[src/rtl/wave_play_ctrl.sv]
// wave_play_ctrl -- playback controller for the waveform sample ROM.
//
// Walks the ROM address with a programmable stride, paces address updates
// with a clock divider, counts completed waveform periods (address wraps)
// and pushes the ROM word MSBs onto the 8-bit DAC output through a 2-stage
// valid pipe that matches the one-clock ROM read latency.
//
// Build option: define WAVE_PLAY_HOLD_EN to make odata keep its last loaded
// sample when playback stops or completes. Without it, odata returns to the
// DAC mid-scale code 8'h80 whenever the player drops back to IDLE.
module wave_play_ctrl #(
  parameter int DEPTH  = 1000,
  parameter int AW     = 10,
  parameter int DW     = 16,
  parameter int STEP_W = 8
) (
  input  logic              clk,
  input  logic              rst_n,
  input  logic              start,
  input  logic              stop,
  input  logic [STEP_W-1:0] step,
  input  logic [15:0]       div,
  input  logic [15:0]       cycles,
  output logic [AW-1:0]     rom_addr,
  input  logic [DW-1:0]     rom_data,
  output logic [7:0]        odata,
  output logic              busy,
  output logic              done
);

  // The address sum needs one extra bit so rom_addr + step never overflows
  // before it is compared against DEPTH.
  localparam int               SUM_W      = AW + 1;
  localparam logic [SUM_W-1:0] DEPTH_S    = SUM_W'(DEPTH);
  localparam logic [7:0]       ODATA_IDLE = 8'h80;

  typedef enum logic {
    IDLE = 1'b0,
    RUN  = 1'b1
  } state_t;

  state_t state_q, state_d;

  // Playback parameters captured when start is accepted.
  logic [STEP_W-1:0] step_q;
  logic [15:0]       div_q;
  logic [15:0]       cycles_q;

  // Running counters.
  logic [15:0]       div_cnt;
  logic [15:0]       period_cnt;

  // Sample valid pipe: stage 1 = address just issued, stage 2 = ROM data ready.
  logic              smp_v1;
  logic              smp_v2;

  // Decoded events for the current cycle.
  logic              accept;
  logic              abort;
  logic              tick;
  logic              wrap;
  logic              complete;
  logic [SUM_W-1:0]  sum;
  logic [SUM_W-1:0]  sum_mod;
  logic [AW-1:0]     next_addr;
  logic [15:0]       period_inc;

  // Decode start/stop/tick/wrap/completion events from the current state.
  always_comb begin
    // NOTE: every signal driven here is assigned on every path through the
    // block; a path that skipped one would silently infer a latch.
    accept     = (state_q == IDLE) && start && !stop;
    abort      = (state_q == RUN) && stop;
    tick       = (state_q == RUN) && (div_cnt == 16'd0);
    sum        = SUM_W'(rom_addr) + SUM_W'(step_q);
    wrap       = tick && (sum >= DEPTH_S);
    sum_mod    = wrap ? (sum - DEPTH_S) : sum;
    next_addr  = sum_mod[AW-1:0];
    period_inc = period_cnt + 16'd1;
    // A zero cycle count means continuous play, so it never completes.
    complete   = wrap && (cycles_q != 16'd0) && (period_inc == cycles_q);
  end

  // State register.
  always_ff @(posedge clk or negedge rst_n) begin
    // NOTE: sequential state uses non-blocking assignments so every register
    // samples the pre-edge values regardless of statement order.
    if (!rst_n) begin
      state_q <= IDLE;
    end else begin
      state_q <= state_d;
    end
  end

  // Next-state logic: stop beats start in IDLE and beats completion in RUN.
  always_comb begin
    state_d = state_q;
    case (state_q)
      IDLE: begin
        if (accept) begin
          state_d = RUN;
        end
      end
      RUN: begin
        if (abort || complete) begin
          state_d = IDLE;
        end
      end
      default: state_d = IDLE;
    endcase
  end

  // Moore outputs decoded from the state register.
  always_comb begin
    busy = (state_q == RUN);
  end

  // Address generator, divider, period counter, sample pipe and DAC register.
  always_ff @(posedge clk or negedge rst_n) begin
    // NOTE: this block holds only a handful of control registers (no memory
    // arrays), so all of it is cleared by reset to give a known power-up
    // state on rom_addr and the DAC.
    if (!rst_n) begin
      rom_addr   <= '0;
      odata      <= ODATA_IDLE;
      done       <= 1'b0;
      smp_v1     <= 1'b0;
      smp_v2     <= 1'b0;
      step_q     <= '0;
      div_q      <= '0;
      cycles_q   <= '0;
      div_cnt    <= '0;
      period_cnt <= '0;
    end else begin
      // Default pipe advance; overridden below by new strobes and flushes.
      done   <= 1'b0;
      smp_v1 <= 1'b0;
      smp_v2 <= smp_v1;
      if (smp_v2) begin
        odata <= rom_data[DW-1 -: 8];
      end

      if (accept) begin
        // Latch parameters and issue the strobe for address 0.
        step_q     <= step;
        div_q      <= div;
        cycles_q   <= cycles;
        div_cnt    <= div;
        period_cnt <= '0;
        rom_addr   <= '0;
        smp_v1     <= 1'b1;
      end else if (abort) begin
        // Abort: flush in-flight samples so none of them reaches odata.
        rom_addr <= '0;
        smp_v1   <= 1'b0;
        smp_v2   <= 1'b0;
`ifdef WAVE_PLAY_HOLD_EN
        odata    <= odata;
`else
        odata    <= ODATA_IDLE;
`endif
      end else if (state_q == RUN) begin
        div_cnt <= (div_cnt == 16'd0) ? div_q : (div_cnt - 16'd1);
        if (tick) begin
          if (wrap) begin
            period_cnt <= period_inc;
          end
          if (complete) begin
            // Natural end: no strobe for this tick, pending samples dropped.
            rom_addr <= '0;
            done     <= 1'b1;
            smp_v1   <= 1'b0;
            smp_v2   <= 1'b0;
`ifdef WAVE_PLAY_HOLD_EN
            odata    <= odata;
`else
            odata    <= ODATA_IDLE;
`endif
          end else begin
            rom_addr <= next_addr;
            smp_v1   <= 1'b1;
          end
        end
      end
    end
  end

endmodule

[config.mk]
export PLATFORM = sky130hd
export DESIGN_NAME = wave_play_ctrl
export DESIGN_NICKNAME = d
export VERILOG_FILES = /design/src/rtl/wave_play_ctrl.sv
export SDC_FILE = /design/constraint.sdc
export NUM_CORES = 1
export LEC_CHECK = 0
export BUFFER_PORTS_ARGS = -buffer_cell sky130_fd_sc_hd__buf_2
export CORE_MARGIN = 2
export CORE_UTILIZATION = 55
export DETAILED_ROUTE_END_ITERATION = 7
export PLACE_DENSITY = 0.77
export SETUP_SLACK_MARGIN = 0.15
export SYNTH_ARGS = -nofsm -noshare
export SYNTH_HDL_FRONTEND = slang
export SYNTH_SLANG_ARGS = --single-unit
[constraint.sdc]
create_clock -name clk -period 4.5 [get_ports clk]
set_input_delay 1.35 -clock clk [delete_from_list [all_inputs] [get_ports clk]]
set_output_delay 1.35 -clock clk [all_outputs]
set_load 0.02 [all_outputs]
After elaboration in Yosys (flattened, before gate mapping)
Cells that the tools add are included.
{"block": "op_classes", "n_addsub": 4, "multipliers": 0, "div_mod_pow": 0, "order_cmp": 1, "eq_ne": 2, "shift": 0, "n_mux": 39, "bitwise_logic": 1, "reduce_logical": 19}
{"cell": "$mux W16", "count": 9}
{"cell": "$mux W10", "count": 6}
{"cell": "$mux W8", "count": 6}
{"cell": "$mux W1", "count": 17}
{"cell": "$add A16 B1 Y16 const B", "count": 1}
{"cell": "$eq A16 B16 Y1", "count": 1}
{"cell": "$logic_not A16 Y1", "count": 1}
{"cell": "$reduce_bool A16 Y1", "count": 1}
{"cell": "$sub A16 B1 Y16 const B", "count": 1}
{"cell": "$add A10 B8 Y11", "count": 1}
{"cell": "$ge A11 B10 Y1 const B", "count": 1}
{"cell": "$sub A10 B10 Y10 const B", "count": 1}
{"cell": "$logic_and A1 B1 Y1", "count": 7}
{"cell": "$reduce_bool A2 Y1", "count": 3}
{"cell": "$reduce_bool A3 Y1", "count": 2}
{"cell": "$reduce_and A2 Y1", "count": 2}
{"cell": "$reduce_and A4 Y1", "count": 1}
{"cell": "$ne A2 B2 Y1 const B", "count": 1}
{"cell": "$pmux W1 S2", "count": 1}
{"cell": "$logic_not A1 Y1", "count": 1}
{"cell": "$logic_or A1 B1 Y1", "count": 1}
{"cell": "$not A1 Y1", "count": 1}
{"block": "word_totals", "regBits": 94, "latch_bits": 0, "mem_bits_rw": 0, "romBits": 0, "elab_cells": 77, "n_memories": 0}

Logic depth before layout (Yosys ltp)
{"block": "logic_depth", "word_depth": 10, "mapped_depth": 14}

Worst setup path before layout
OpenSTA, ideal clock, no wires.
{"block": "synth_timing", "path_type": "register -> register", "startpoint": "register rom_addr[0]", "endpoint": "register period_cnt[11]", "setup_time_ns": 0.130, "t_arrival_ns": 3.261, "required_time_ns": 4.370, "setup_slack_ns": 1.109, "stages_incl_launch_ff": 15, "path_buffers": 1, "period_less_slack_ns": 3.391, "path_cell_list": "dfrtp_1 > ha_1 > inv_1 > fa_1 > nand2b_1 > a21oi_1 > xor2_1 > inv_1 > ha_1 > o31a_1 > o41ai_1 > nand4_1 > clkbuf_1 > o211ai_1 > o31ai_2"}
{"block": "synth_via", "elab_chain_len": 5}
{"element": "from (decl)", "line": "24", "rtl": "output logic [AW-1:0] rom_addr,"}
{"element": "from (signal assigned)", "line": "180", "rtl": "rom_addr <= next_addr;"}
{"element": "$add A10 B8 Y11", "line": "75", "rtl": "sum = SUM_W'(rom_addr) + SUM_W'(step_q);"}
{"element": "$ge A11 B10 Y1", "line": "76", "rtl": "wrap = tick && (sum >= DEPTH_S);"}
{"element": "$logic_and A1 B1 Y1", "line": "76"}
{"element": "$reduce_bool A2 Y1 (no line)"}
{"element": "$reduce_and A4 Y1 (no line)"}
{"element": "to (signal assigned)", "line": "166", "rtl": "period_cnt <= period_inc;"}
{"element": "to (decl)", "line": "51", "rtl": "logic [15:0] period_cnt;"}
Every way passes these cells.
A chain may end at the register's enable or synchronous reset.

Final worst setup path
{"block": "layout_timing", "startpoint": "register rom_addr[1]", "endpoint": "register period_cnt[0]"}
The elaborated chain is that of the path after synthesis.

==> impl_metrics.xml <==
<?xml version="1.0" encoding="UTF-8"?>
<metrics>
  <group name="timing">
    <metric name="grt_setup_unrepaired" unit="">no</metric>
    <metric name="fmaxAchievable" unit="GHz">0.263</metric>
    <metric name="worst_slew_pin_slew" unit="ps">968</metric>
    <metric name="report.final.hold_viol_count" unit="">0</metric>
    <metric name="final_period_util" unit="">0.844</metric>
    <metric name="clock-skew-final" unit="ps">20.8</metric>
    <metric name="worst_rel_slew_slack" unit="">0.355</metric>
    <metric name="min_hold_slack" unit="ps">482</metric>
    <metric name="finalSetupViolCount" unit="">0</metric>
    <metric name="setup_total_negative_slack" unit="ps">0</metric>
    <metric name="fin_crit" unit="ps">3800</metric>
    <metric name="drv_slew" unit="">0</metric>
  </group>
  <group name="synthesis">
    <metric name="yosys.cell_types.count" unit="">67</metric>
    <metric name="postSynthRegisterBits" unit="">94</metric>
    <metric name="asyncSetResetFlopFracSynth" unit="">1.00</metric>
    <metric name="number_of_enable_type_register_cells_in_the_synthesized_netlist" unit="">0</metric>
    <metric name="synth_seq_area_share" unit="">0.425</metric>
    <metric name="netlist_instances" unit="">639</metric>
    <metric name="postSynthAreaPerCell" unit="µm²">8.67</metric>
    <metric name="synth.net_count" unit="">711</metric>
    <metric name="syn_area" unit="µm²">5540</metric>
    <metric name="synth_flop_cell" unit="">sky130_fd_sc_hd__dfrtp_1</metric>
    <metric name="synth_warnings" unit="">0</metric>
  </group>
  <group name="route">
    <metric name="postRouteWirelength" unit="mm">13.2</metric>
    <metric name="drcViolationCount" unit="">0</metric>
    <metric name="top_signal_layer_used" unit="">met4</metric>
    <metric name="antenna_left" unit="">0</metric>
    <metric name="wl_met3" unit="µm">699</metric>
    <metric name="post_drt_wl_per_cell" unit="µm">15.8</metric>
    <metric name="route.met2.wl" unit="mm">6.60</metric>
    <metric name="routed-via-count" unit="">4934</metric>
    <metric name="drt_first_iter_violations" unit="">359</metric>
    <metric name="detail_route.first_pass.iterations" unit="">6</metric>
    <metric name="detail_route.wirelength.met1" unit="mm">5.65</metric>
    <metric name="via_per_inst" unit="">5.92</metric>
  </group>
  <group name="place">
    <metric name="gpl.final_weighted_congestion" unit="">0.953</metric>
    <metric name="hpwlAfterDp" unit="mm">9.44</metric>
    <metric name="place.port_buffers" unit="">71</metric>
  </group>
  <group name="power_and_ir_drop">
    <metric name="power.static_leakage" unit="nW">2.83</metric>
    <metric name="worst_ir_drop_vdd" unit="V">0.000268</metric>
    <metric name="power.density_cell_area" unit="nW/µm²">366</metric>
  </group>
  <group name="worst_setup_path">
    <metric name="crit_path_max_incr_delay" unit="ps">800</metric>
    <metric name="criticalPathCategory" unit="">reg -&gt; reg</metric>
    <metric name="cpMaxStageDelayCell" unit="">sky130_fd_sc_hd__or2_0</metric>
    <metric name="required" unit="ps">4720</metric>
    <metric name="crit_path_cell_trace" unit="">ha_1 -&gt; a211oi_1 -&gt; nor2_1 -&gt; xnor2_1 -&gt; ha_1 -&gt; o31ai_1 -&gt; a41oi_2 -&gt; or2_0 -&gt; o21ai_0</metric>
    <metric name="critPathLaunchType" unit="">flip-flop</metric>
    <metric name="timing.critical_path.fanout_max" unit="">14</metric>
    <metric name="timing.critical_path.to_type" unit="">flip-flop</metric>
    <metric name="critical_path_arrival" unit="ps">4020</metric>
    <metric name="critical_path.most_common_cell" unit="">sky130_fd_sc_hd__ha_1</metric>
  </group>
  <group name="die">
    <metric name="floorplan.rows" unit="">36</metric>
    <metric name="die_w" unit="µm">104</metric>
    <metric name="initial_core_utilization" unit="">0.567</metric>
    <metric name="die_h" unit="µm">104</metric>
    <metric name="top_level_ports" unit="">80</metric>
    <metric name="fp.coreArea" unit="µm²">9770</metric>
    <metric name="floorplan.die_area" unit="µm²">10900</metric>
  </group>
  <group name="final_layout">
    <metric name="layout.nets" unit="">768</metric>
    <metric name="area.growth.synth_to_final" unit="%">12.6</metric>
    <metric name="post_route_cells_drive_above_1_share" unit="">0.158</metric>
    <metric name="fillerInstances" unit="">843</metric>
    <metric name="diodes" unit="">0</metric>
  </group>
  <group name="clocking">
    <metric name="num_cts_buffers" unit="">9</metric>
    <metric name="htree_levels" unit="">3</metric>
    <metric name="worst_setup_hold_path_clk_slew" unit="ps">100</metric>
    <metric name="clk_latency" unit="ps">390</metric>
    <metric name="clock_tree.buffer_depth" unit="">2</metric>
    <metric name="postCtsSetupRepairBufs" unit="">0</metric>
    <metric name="cts.hold.buffers_added" unit="">0</metric>
    <metric name="cts.root.buffer_cell" unit="">sky130_fd_sc_hd__clkbuf_8</metric>
    <metric name="cts_tree" unit="">built</metric>
    <metric name="cts-resized-gates" unit="">0</metric>
    <metric name="cts_sinks" unit="">94</metric>
  </group>
  <group name="hold_path">
    <metric name="timing.hold.worst.class" unit="">reg -&gt; reg</metric>
  </group>
  <group name="global_routing">
    <metric name="grt_antenna_before_repair" unit="">0</metric>
    <metric name="first_global_vias" unit="">4824</metric>
    <metric name="grt_pass1_wl" unit="mm">22.3</metric>
    <metric name="grt_use_total" unit="">0.249</metric>
    <metric name="total_global_routing_overflow" unit="">0</metric>
    <metric name="grt_max_degree" unit="">59</metric>
  </group>
  <group name="outcome">
    <metric name="run_status" unit="">finished clean</metric>
  </group>
  <group name="job">
    <metric name="maxCapViolations" unit="">0</metric>
  </group>
</metrics>
stage by stage:
stage | utilization | setup WS [ps] | instances | instance area (µm²) | power [W]
floorplan | - | 1110 | 639 | 5540 | 0.00144
global placement | 0.613 | 970 | 818 | 5990 | 0.00157
detailed placement | 0.613 | 732 | 818 | 5990 | 0.00160
CTS | 0.638 | 713 | 834 | 6240 | 0.00230
global route | 0.638 | 457 | 834 | 6240 | 0.00241
finish | 0.638 | 702 | 834 | 6240 | 0.00229
cells by family (layout without fill, tap and decap cells):
logic type	after synthesis	in the layout	synth area share
DFF	94	94	0.425
muxes	10	10	0.0181
and+or+nand+nor	290	290	0.248
buffers and inverters	48	110	0.0355
adders and majority gates	12	12	0.0285
AOI/OAI and AO/OA	145	145	0.182
xor gates and xnor gates	40	40	0.0632
metal layers:
layer / GRT usage / up-vias
met1: 0.307 / 2387
met4: 0.0792 / 0
met3: 0.0658 / 27
met2: 0.427 / 144
li1: - / 2376
met5: 0 / -
path summary, 6_finish.rpt:
kind                        startpoint             to  slack (ps)  cells after the start
setup / recovery           rom_addr[1]  period_cnt[0]         700                      9
hold / removal                div_q[3]       div_q[3]         480                      2
setup reg to reg           rom_addr[1]  period_cnt[0]         700                      9
hold reg to reg               div_q[3]       div_q[3]         480                      2
max in group asynchronous        rst_n       div_q[4]        2760                      2
min in group asynchronous        rst_n           busy         950                      1
registers in the layout (all words and copies together), names as in the netlist, 8 cells and up:
signal      count
div_q          16
step_q          8
period_cnt     16
div_cnt        16
odata           8
rom_addr       10
cycles_q       16
synth_stat cells (2+ instances only):
| cell type | count | share of area |
|---|---|---|
| sky130_fd_sc_hd__a211o_1 | 2 | 0.0032 |
| sky130_fd_sc_hd__a211oi_1 | 12 | 0.016 |
| sky130_fd_sc_hd__a21o_1 | 2 | 0.0027 |
| sky130_fd_sc_hd__a21oi_1 | 21 | 0.019 |
| sky130_fd_sc_hd__a22o_1 | 5 | 0.0079 |
| sky130_fd_sc_hd__a311o_1 | 2 | 0.0036 |
| sky130_fd_sc_hd__a311oi_1 | 2 | 0.0032 |
| sky130_fd_sc_hd__a31oi_1 | 8 | 0.0090 |
| sky130_fd_sc_hd__and2_1 | 2 | 0.0023 |
| sky130_fd_sc_hd__and3_1 | 4 | 0.0045 |
| sky130_fd_sc_hd__and4_1 | 3 | 0.0047 |
| sky130_fd_sc_hd__buf_1 | 6 | 0.0041 |
| sky130_fd_sc_hd__buf_2 | 4 | 0.0036 |
| sky130_fd_sc_hd__clkbuf_1 | 20 | 0.014 |
| sky130_fd_sc_hd__dfrtp_1 | 93 | 0.42 |
| sky130_fd_sc_hd__ha_1 | 11 | 0.025 |
| sky130_fd_sc_hd__inv_1 | 16 | 0.011 |
| sky130_fd_sc_hd__mux2i_1 | 10 | 0.018 |
| sky130_fd_sc_hd__nand2_1 | 159 | 0.11 |
| sky130_fd_sc_hd__nand2b_1 | 11 | 0.012 |
| sky130_fd_sc_hd__nand3_1 | 15 | 0.014 |
| sky130_fd_sc_hd__nand4_1 | 10 | 0.011 |
| sky130_fd_sc_hd__nor2_1 | 37 | 0.025 |
| sky130_fd_sc_hd__nor3_1 | 12 | 0.011 |
| sky130_fd_sc_hd__nor4_1 | 7 | 0.0079 |
| sky130_fd_sc_hd__nor4b_1 | 3 | 0.0047 |
| sky130_fd_sc_hd__o211ai_1 | 17 | 0.023 |
| sky130_fd_sc_hd__o21a_1 | 4 | 0.0054 |
| sky130_fd_sc_hd__o21ai_0 | 35 | 0.032 |
| sky130_fd_sc_hd__o22ai_1 | 3 | 0.0034 |
| sky130_fd_sc_hd__o31a_1 | 2 | 0.0032 |
| sky130_fd_sc_hd__o31ai_1 | 15 | 0.020 |
| sky130_fd_sc_hd__o31ai_2 | 2 | 0.0045 |
| sky130_fd_sc_hd__o41ai_1 | 3 | 0.0047 |
| sky130_fd_sc_hd__or2_2 | 3 | 0.0034 |
| sky130_fd_sc_hd__or3_1 | 7 | 0.0079 |
| sky130_fd_sc_hd__or3_4 | 2 | 0.0041 |
| sky130_fd_sc_hd__or4_1 | 2 | 0.0027 |
| sky130_fd_sc_hd__xnor2_1 | 26 | 0.041 |
| sky130_fd_sc_hd__xor2_1 | 14 | 0.022 |
critical path: cells and delay by family (launching register included):
kind	cells	cell delay, ps
DFF	1	440
adders and majority gates	2	640
AOI/OAI and AO/OA	4	1160
and+or+nand+nor	2	940
xor gates and xnor gates	1	440
where the power goes:
part           leakage (nW)  internal (W)  switching, W
sequential             1.21      0.000962      0.000123
combinational          1.50      0.000219      0.000287
clock                 0.120      0.000385      0.000309
total                  2.83       0.00157      0.000719
cell type report:
class	count	area (µm²)	share of cell area
multi-input cells	497	3000	0.481
flip-flops and latches	94	2350	0.377
repair buffers	78	410	0.0658
well taps	133	166	0.0267
clock buffers	11	141	0.0227
clock inverters	5	106	0.0170
inverters	16	60.1	0.00963
layout by cell type, fill, tap and decap left out, types with 11 or more instances in the layout:
cell type	instances
sky130_fd_sc_hd__o31ai_1	15
sky130_fd_sc_hd__ha_1	11
sky130_fd_sc_hd__xor2_1	14
sky130_fd_sc_hd__xnor2_1	26
sky130_fd_sc_hd__o211ai_1	17
sky130_fd_sc_hd__inv_1	16
sky130_fd_sc_hd__a21oi_1	21
sky130_fd_sc_hd__nand2b_1	11
sky130_fd_sc_hd__nor3_1	12
sky130_fd_sc_hd__dfrtp_1	93
sky130_fd_sc_hd__nand3_1	14
sky130_fd_sc_hd__nor2_1	37
sky130_fd_sc_hd__buf_2	70
sky130_fd_sc_hd__a211oi_1	12
sky130_fd_sc_hd__nand2_1	159
sky130_fd_sc_hd__o21ai_0	35
Power figures use the tool's default switching activity.
